--- config.mk ---
export PLATFORM = sky130hd
export DESIGN_NAME = fp_mult_pipe_flat
export DESIGN_NICKNAME = d
export VERILOG_FILES = /design/src/rtl/fp_pkg.sv /design/src/rtl/fp_mult_if.sv /design/src/rtl/fp_round_ne.sv /design/src/rtl/fp_mult_pipe.sv /design/src/flat_wrapper.sv
export SDC_FILE = /design/constraint.sdc
export NUM_CORES = 2
export LEC_CHECK = 0
export CORE_MARGIN = 4
export CORE_UTILIZATION = 50
export DETAILED_ROUTE_END_ITERATION = 10
export PLACE_DENSITY = 0.69
export SETUP_SLACK_MARGIN = 0.05
export SKIP_CTS_REPAIR_TIMING = 1
export SYNTH_ARGS = -nofsm -noshare
export SYNTH_HDL_FRONTEND = slang
export SYNTH_SLANG_ARGS = --single-unit
--- constraint.sdc ---
create_clock -name clk -period 14.5 [get_ports clk]
set_input_delay 2.9 -clock clk [delete_from_list [all_inputs] [get_ports clk]]
set_output_delay 2.9 -clock clk [all_outputs]
set_load 0.05 [all_outputs]
--- src/rtl/fp_pkg.sv ---
// Shared floating-point constants, operand classes and helpers.
// Width-generic: every helper takes the exponent/mantissa widths.
package fp_pkg;

  typedef enum logic [1:0] {
    CLS_ZERO,
    CLS_NORM,
    CLS_INF,
    CLS_NAN
  } fp_cls_e;

  // Resolved special case, already in priority order.
  typedef enum logic [1:0] {
    SP_NONE,
    SP_INV,
    SP_INF,
    SP_ZERO
  } fp_sp_e;

  function automatic int fp_bias(input int ew);
    return (1 << (ew - 1)) - 1;
  endfunction

  function automatic int fp_exp_ones(input int ew);
    return (1 << ew) - 1;
  endfunction

  // Canonical quiet NaN: sign 0, exponent all-ones, fraction MSB set.
  function automatic logic [63:0] fp_qnan(input int ew, input int mw);
    logic [63:0] v;
    v = ((64'd1 << ew) - 64'd1) << mw;
    v = v | (64'd1 << (mw - 1));
    return v;
  endfunction

endpackage

--- src/rtl/fp_mult_if.sv ---
// Operand/result handshake bundle for fp_mult_pipe.
// master: operand producer + result consumer; slave: the multiplier.
interface fp_mult_if #(
  parameter int EXP_W = 8,
  parameter int MAN_W = 23
) ();
  localparam int DW = 1 + EXP_W + MAN_W;

  logic          in_valid;
  logic          in_ready;
  logic [DW-1:0] data_1;
  logic [DW-1:0] data_2;
  logic          out_valid;
  logic          out_ready;
  logic [DW-1:0] data_prod;
  logic          flag_ovf;
  logic          flag_unf;
  logic          flag_inv;

  modport master (
    output in_valid, data_1, data_2, out_ready,
    input  in_ready, out_valid, data_prod,
    input  flag_ovf, flag_unf, flag_inv
  );

  modport slave (
    input  in_valid, data_1, data_2, out_ready,
    output in_ready, out_valid, data_prod,
    output flag_ovf, flag_unf, flag_inv
  );
endinterface

--- src/rtl/fp_round_ne.sv ---
// Round-to-nearest-even on a normalised fraction.
// In: fraction, guard/round/sticky. Out: rounded fraction, carry-out.
module fp_round_ne #(
  parameter int MAN_W = 23
) (
  input  logic [MAN_W-1:0] i_man,
  input  logic             i_g,
  input  logic             i_r,
  input  logic             i_s,
  output logic [MAN_W-1:0] o_man,
  output logic             o_carry
);
  logic w_up;

  // Exact tie (g=1, r=s=0) rounds up only when the LSB is odd.
  assign w_up = i_g & (i_r | i_s | i_man[0]);

  // On carry-out the fraction wraps to zero, i.e. 1.0 at exponent+1.
  assign {o_carry, o_man} = {1'b0, i_man} + {{MAN_W{1'b0}}, w_up};
endmodule

--- src/rtl/fp_mult_pipe.sv ---
// 3-stage pipelined FP multiplier (unpack / multiply / round+pack).
// Ports: clk, rst_n (async low), bus (fp_mult_if.slave handshake).
module fp_mult_pipe
  import fp_pkg::*;
#(
  parameter int EXP_W = 8,
  parameter int MAN_W = 23
) (
  input logic        clk,
  input logic        rst_n,
  fp_mult_if.slave   bus
);
  localparam int DW  = 1 + EXP_W + MAN_W;
  localparam int EW2 = EXP_W + 2;
  localparam int PW  = 2 * MAN_W + 2;

  localparam logic [EXP_W-1:0] EONES = '1;
  localparam logic signed [EW2-1:0] BIAS_S =
    EW2'(fp_bias(EXP_W));
  localparam logic signed [EW2-1:0] EMAX =
    EW2'(fp_exp_ones(EXP_W));
  localparam logic [63:0] QNAN64 = fp_qnan(EXP_W, MAN_W);
  localparam logic [DW-1:0] QNAN = QNAN64[DW-1:0];

  function automatic fp_cls_e classify(
    input logic [EXP_W-1:0] e,
    input logic [MAN_W-1:0] f
  );
    fp_cls_e c;
    c = CLS_NORM;
    unique case (1'b1)
      (e == '0):                  c = CLS_ZERO;
      (e == EONES && f == '0):    c = CLS_INF;
      (e == EONES && f != '0):    c = CLS_NAN;
      default:                    c = CLS_NORM;
    endcase
    return c;
  endfunction

  logic w_en;
  assign w_en         = ~bus.out_valid | bus.out_ready;
  assign bus.in_ready = w_en;

  // ---- S1 unpack
  logic [EXP_W-1:0]      w_ea, w_eb;
  logic [MAN_W-1:0]      w_fa, w_fb;
  logic signed [EW2-1:0] w_esum;

  assign w_ea   = bus.data_1[DW-2 -: EXP_W];
  assign w_eb   = bus.data_2[DW-2 -: EXP_W];
  assign w_fa   = bus.data_1[MAN_W-1:0];
  assign w_fb   = bus.data_2[MAN_W-1:0];
  assign w_esum = $signed({2'b00, w_ea})
                + $signed({2'b00, w_eb}) - BIAS_S;

  logic                  r1_v, r1_sgn;
  logic signed [EW2-1:0] r1_esum;
  logic [MAN_W:0]        r1_ma, r1_mb;
  fp_cls_e               r1_ca, r1_cb;

  always_ff @(posedge clk or negedge rst_n) begin
    if (!rst_n) begin
      r1_v    <= 1'b0;
      r1_sgn  <= 1'b0;
      r1_esum <= '0;
      r1_ma   <= '0;
      r1_mb   <= '0;
      r1_ca   <= CLS_ZERO;
      r1_cb   <= CLS_ZERO;
    end else if (w_en) begin
      r1_v    <= bus.in_valid;
      r1_sgn  <= bus.data_1[DW-1] ^ bus.data_2[DW-1];
      r1_esum <= w_esum;
      r1_ma   <= {1'b1, w_fa};
      r1_mb   <= {1'b1, w_fb};
      r1_ca   <= classify(w_ea, w_fa);
      r1_cb   <= classify(w_eb, w_fb);
    end
  end

  // ---- S2 multiply, specials resolved to one code
  logic [PW-1:0] w_prod;
  fp_sp_e        w_sp;
  logic          w_nan, w_inf, w_zero;

  assign w_prod = PW'(r1_ma) * PW'(r1_mb);
  assign w_nan  = (r1_ca == CLS_NAN) | (r1_cb == CLS_NAN);
  assign w_inf  = (r1_ca == CLS_INF) | (r1_cb == CLS_INF);
  assign w_zero = (r1_ca == CLS_ZERO) | (r1_cb == CLS_ZERO);

  always_comb begin
    w_sp = SP_NONE;
    if (w_nan || (w_inf && w_zero)) w_sp = SP_INV;
    else if (w_inf)                 w_sp = SP_INF;
    else if (w_zero)                w_sp = SP_ZERO;
  end

  logic                  r2_v, r2_sgn;
  logic signed [EW2-1:0] r2_esum;
  logic [PW-1:0]         r2_prod;
  fp_sp_e                r2_sp;

  always_ff @(posedge clk or negedge rst_n) begin
    if (!rst_n) begin
      r2_v    <= 1'b0;
      r2_sgn  <= 1'b0;
      r2_esum <= '0;
      r2_prod <= '0;
      r2_sp   <= SP_NONE;
    end else if (w_en) begin
      r2_v    <= r1_v;
      r2_sgn  <= r1_sgn;
      r2_esum <= r1_esum;
      r2_prod <= w_prod;
      r2_sp   <= w_sp;
    end
  end

  // ---- S3 normalise, round, pack
  logic                  w_msb, w_carry;
  logic [PW-1:0]         w_norm;
  logic [MAN_W-1:0]      w_man;
  logic signed [EW2-1:0] w_eadj;
  logic                  w_ovf_n, w_unf_n;

  // Product is in [1,4): align so the leading 1 sits at bit PW-1.
  assign w_msb  = r2_prod[PW-1];
  assign w_norm = w_msb ? r2_prod : {r2_prod[PW-2:0], 1'b0};

  fp_round_ne #(.MAN_W(MAN_W)) u_rnd (
    .i_man   (w_norm[PW-2 -: MAN_W]),
    .i_g     (w_norm[MAN_W]),
    .i_r     (w_norm[MAN_W-1]),
    .i_s     (|w_norm[MAN_W-2:0]),
    .o_man   (w_man),
    .o_carry (w_carry)
  );

  assign w_eadj  = r2_esum
                 + $signed({{(EW2-1){1'b0}}, w_msb})
                 + $signed({{(EW2-1){1'b0}}, w_carry});
  assign w_ovf_n = !w_eadj[EW2-1] && (w_eadj >= EMAX);
  assign w_unf_n = w_eadj[EW2-1] || (w_eadj == '0);

  logic [DW-1:0] w_res;
  logic          w_ovf, w_unf, w_inv;

  always_comb begin
    w_res = '0;
    w_ovf = 1'b0;
    w_unf = 1'b0;
    w_inv = 1'b0;
    unique case (r2_sp)
      SP_INV: begin
        w_res = QNAN;
        w_inv = 1'b1;
      end
      SP_INF:  w_res = {r2_sgn, EONES, {MAN_W{1'b0}}};
      SP_ZERO: w_res = {r2_sgn, {(DW-1){1'b0}}};
      default: begin
        if (w_ovf_n) begin
          w_res = {r2_sgn, EONES, {MAN_W{1'b0}}};
          w_ovf = 1'b1;
        end else if (w_unf_n) begin
          w_res = {r2_sgn, {(DW-1){1'b0}}};
          w_unf = 1'b1;
        end else begin
          w_res = {r2_sgn, w_eadj[EXP_W-1:0], w_man};
        end
      end
    endcase
  end

  logic          r3_v, r3_ovf, r3_unf, r3_inv;
  logic [DW-1:0] r3_data;

  always_ff @(posedge clk or negedge rst_n) begin
    if (!rst_n) begin
      r3_v    <= 1'b0;
      r3_data <= '0;
      r3_ovf  <= 1'b0;
      r3_unf  <= 1'b0;
      r3_inv  <= 1'b0;
    end else if (w_en) begin
      r3_v    <= r2_v;
      r3_data <= w_res;
      r3_ovf  <= r2_v & w_ovf;
      r3_unf  <= r2_v & w_unf;
      r3_inv  <= r2_v & w_inv;
    end
  end

  assign bus.out_valid = r3_v;
  assign bus.data_prod = r3_data;
  assign bus.flag_ovf  = r3_ovf;
  assign bus.flag_unf  = r3_unf;
  assign bus.flag_inv  = r3_inv;
endmodule

--- src/flat_wrapper.sv ---
// flat-port wrapper written by rule: the top's interface ports become plain ports
module fp_mult_pipe_flat import fp_pkg::*;
#(
  parameter int EXP_W = 8,
  parameter int MAN_W = 23
)
  (clk, rst_n, bus_in_valid, bus_data_1, bus_data_2, bus_out_ready, bus_in_ready, bus_out_valid, bus_data_prod, bus_flag_ovf, bus_flag_unf, bus_flag_inv);
  fp_mult_if #(.EXP_W(EXP_W), .MAN_W(MAN_W)) bus_i ();
  input logic clk;
  input logic rst_n;
  input wire logic [$bits(bus_i.in_valid)-1:0] bus_in_valid;
  input wire logic [$bits(bus_i.data_1)-1:0] bus_data_1;
  input wire logic [$bits(bus_i.data_2)-1:0] bus_data_2;
  input wire logic [$bits(bus_i.out_ready)-1:0] bus_out_ready;
  output wire logic [$bits(bus_i.in_ready)-1:0] bus_in_ready;
  output wire logic [$bits(bus_i.out_valid)-1:0] bus_out_valid;
  output wire logic [$bits(bus_i.data_prod)-1:0] bus_data_prod;
  output wire logic [$bits(bus_i.flag_ovf)-1:0] bus_flag_ovf;
  output wire logic [$bits(bus_i.flag_unf)-1:0] bus_flag_unf;
  output wire logic [$bits(bus_i.flag_inv)-1:0] bus_flag_inv;
  assign bus_i.in_valid = bus_in_valid;
  assign bus_i.data_1 = bus_data_1;
  assign bus_i.data_2 = bus_data_2;
  assign bus_i.out_ready = bus_out_ready;
  assign bus_in_ready = bus_i.in_ready;
  assign bus_out_valid = bus_i.out_valid;
  assign bus_data_prod = bus_i.data_prod;
  assign bus_flag_ovf = bus_i.flag_ovf;
  assign bus_flag_unf = bus_i.flag_unf;
  assign bus_flag_inv = bus_i.flag_inv;
  fp_mult_pipe #(.EXP_W(EXP_W), .MAN_W(MAN_W)) u_core (.clk(clk), .rst_n(rst_n), .bus(bus_i));
endmodule
==> impl_metrics.toml <==
[status]
status = "finished clean"

[die]
die_w_um = 238.9
start_util_pct = 50.61
die_h_um = 238.9
fp.coreArea_um2 = 52660
pin_count = 105
dieArea_um2 = 57050
rows = 84

[sta]
tns_ps = 0
grt_setup_unrepaired = "false"
setup_violations = 0
slew_viol_final = 0
max_slew.worst_pin.slew_ps = 1295
slew_headroom_pct = 13.65
hold_violations = 0
period_minus_slack_ps = 8216
min_period_over_period_pct = 56.66
fmax_ghz = 0.1217
skew_ps = 14.32

[clock_tree]
cts-root-buf = "clkbuf_16"
cts_buffer_depth = 2
cts.sinks = 161
cts_tree = "done"
cts-htree-levels = 4
clk_pin_slew_ps = 60
numCtsBuffers = 17
clock_latency_ps = 430

[logic_synthesis]
async_reset_ff_share_pct = 100.0
synth_cells = 3015
yosysWarningCount = 0
synth_ff_type = "dfrtp_1"
ys_seq_area_share_pct = 15.12
synth_compound_area_share_pct = 6.738
ys_seq_elements = 161
synthMuxAreaShare_pct = 0.5775
syn-cell-area_um2 = 26650
synth-simple-area-share_pct = 18.94
avgSynthCellArea_um2 = 8.838
synth_edf_count = 0
synth_fp_nets = 3757
synth_xor_area_share_pct = 3.089
yosys.area_share.adder_pct = 45.28
synth_top_family_by_area = "adder cells"
synth.distinct_cells = 63

[worst_hold_path]
min_from = "u_core.r1_mb[17]"
hold_path_class = "reg -> reg"

[run]
cap_violations = 0

[critical_path]
timing.rr.start = "u_core.r1_ma[14]"
r2r-end = "u_core.r2_prod[41]"
path_cells = "clkdlybuf4s50_1, nor2b_4, buf_4, inv_4, clkdlybuf4s50_1"
criticalPathCategory = "in -> out"
crit_path_end_kind = "output port"
cp.buffers_inverters = 4
cp_top_family = "buffers and inverters"
r2r_cells = 24
cp_max_fo = 82
critical_path.max_stage_delay_ps = 810
worstPathRequired_ps = 11600
path_depth = 5
startpoint = "bus_out_ready"
worstSetupStartpointType = "primary input"
crit_top_cell = "clkdlybuf4s50_1"
r2r_slack_ps = 6620
endpoint = "bus_in_ready"
arrival_ps = 5320
slowest_stage = "clkdlybuf4s50_1"

[detailed_routing]
drc = 0
wire_per_inst_um = 18.60
viasPerCell = 5.467
drtIter0Drc = 1327
dr.pass1.iters = 5
drt_wl_total_um = 68990
vias = 20280
ant_nets = 0

[placement]
dp_hpwl_um = 52540
io_buffers = 104
dp_cells = 3676
globalplace.congestion = 0.9180

[final_layout]
finalNonFillerCells = 3709
final_nets = 3749
drive_above_1_share_pct = 2.781
layout_common_cells = "nand2_1, inv_1, fa_1, and2_1, ha_1"
mostFrequentLayoutCell = "nand2_1"
syn_to_final_growth_pct = 8.085

[global_route]
antenna_found_initial = 1
grt_pass1_wl_um = 115200
grt-ovfl-total = 0
grt_pass1_vias = 22360
grt_max_degree = 99
track_usage_pct = 25.26
-- state kept, by name (all words and copies together) (netlist names), 2 cells and up --
register              cells
u_core.r1_cb              2
u_core.r1_esum           10
u_core.r2_esum           10
u_core.r1_mb             24
u_core.r1_ca              2
u_core.bus.data_prod     32
u_core.r1_ma             23
u_core.r2_prod           48
u_core.r2_sp              2
-- cells by family (layout without fill, tap and decap cells) --
family                     count (synthesis)  count (layout)
buffers and inverters                    726             731
muxes                                     15              15
adders and majority gates                674             674
and+or+nand+nor                         1071            1071
AOI/OAI and AO/OA                        274             274
DFF                                      161             161
other                                      0               1
xor gates and xnor gates                  94              94
-- layer usage --
metal  GRT usage (%)  routed length, um  part of all wire (%)
met1           32.64              28010                    41
met2           42.66              33640                    49
met3           3.749               4182                   6.1
met4           10.85               3156                   4.6
met5               0                  0                     0
-- stage by stage --
stage / worst slack (ps) / hold WS, ps / cell area [um2] / util, %
after floorplan: 7495 / 433.0 / 26650 / -
after global placement: 6329 / 451.2 / 28200 / 53.56
after detailed placement: 6313 / 457.2 / 28200 / 53.56
after CTS: 6319 / 471.8 / 28800 / 54.70
after global routing: 6140 / 486.9 / 28800 / 54.70
final: 6284 / 469.2 / 28800 / 54.70
-- worst register-to-register path: cells and delay by family (launching register included) --
family	cells	cell delay (ps)
AO/OA/AOI/OAI	7	1640
adder cells (fa/ha/maj)	8	3900
buffers and inverters	6	320
flip-flops	1	1170
multiplexers	1	300
AND/OR/NAND/NOR	2	440
-- cells in the mapped netlist, drive strengths merged, types with 10 or more instances --
| library cell | number | area [um2] |
|---|---|---|
| mux2i | 12 | 120.1 |
| a21o | 36 | 270.3 |
| nor2b | 13 | 81.33 |
| nand4 | 19 | 118.9 |
| nor4 | 22 | 137.6 |
| xnor2 | 51 | 446.7 |
| a22o | 19 | 166.4 |
| buf | 10 | 43.79 |
| clkbuf | 156 | 586.8 |
| o31ai | 12 | 90.09 |
| dfrtp | 161 | 4029 |
| a21oi | 88 | 447.9 |
| xor2 | 43 | 376.6 |
| a31oi | 12 | 75.07 |
| and3 | 11 | 68.82 |
| nand2 | 593 | 2226 |
| and2 | 291 | 1821 |
| fa | 484 | 9689 |
| ha | 190 | 2377 |
| nor3 | 10 | 55.05 |
| o21ai | 54 | 281.5 |
| nor2 | 59 | 221.5 |
| nand3 | 35 | 175.2 |
| inv | 560 | 2102 |
-- worst min path at each step --
stage                                  end  slack [ps]  cells past startpoint
after floorplan              u_core.r2_sgn         430                      2
after global placement    u_core.r1_mb[17]         450                      2
after detailed placement       u_core.r1_v         460                      2
after CTS                 u_core.r1_mb[17]         470                      2
after global routing      u_core.r1_mb[17]         490                      2
final                     u_core.r1_mb[17]         470                      2
-- cell type report --
type / count / area (um2)
Fill cell: 4723 / 23850
Multi-Input combinational cell: 2128 / 19900
Sequential cell: 161 / 4030
Inverter: 560 / 2105
Timing Repair Buffer: 139 / 1305
Tap cell: 688 / 860.8
Clock buffer: 19 / 432.9
Clock inverter: 13 / 162.7
Antenna cell: 1 / 2.502
Power is not shown: default switching activity piles up to over one toggle a cycle in this logic, so the estimate is an artifact.
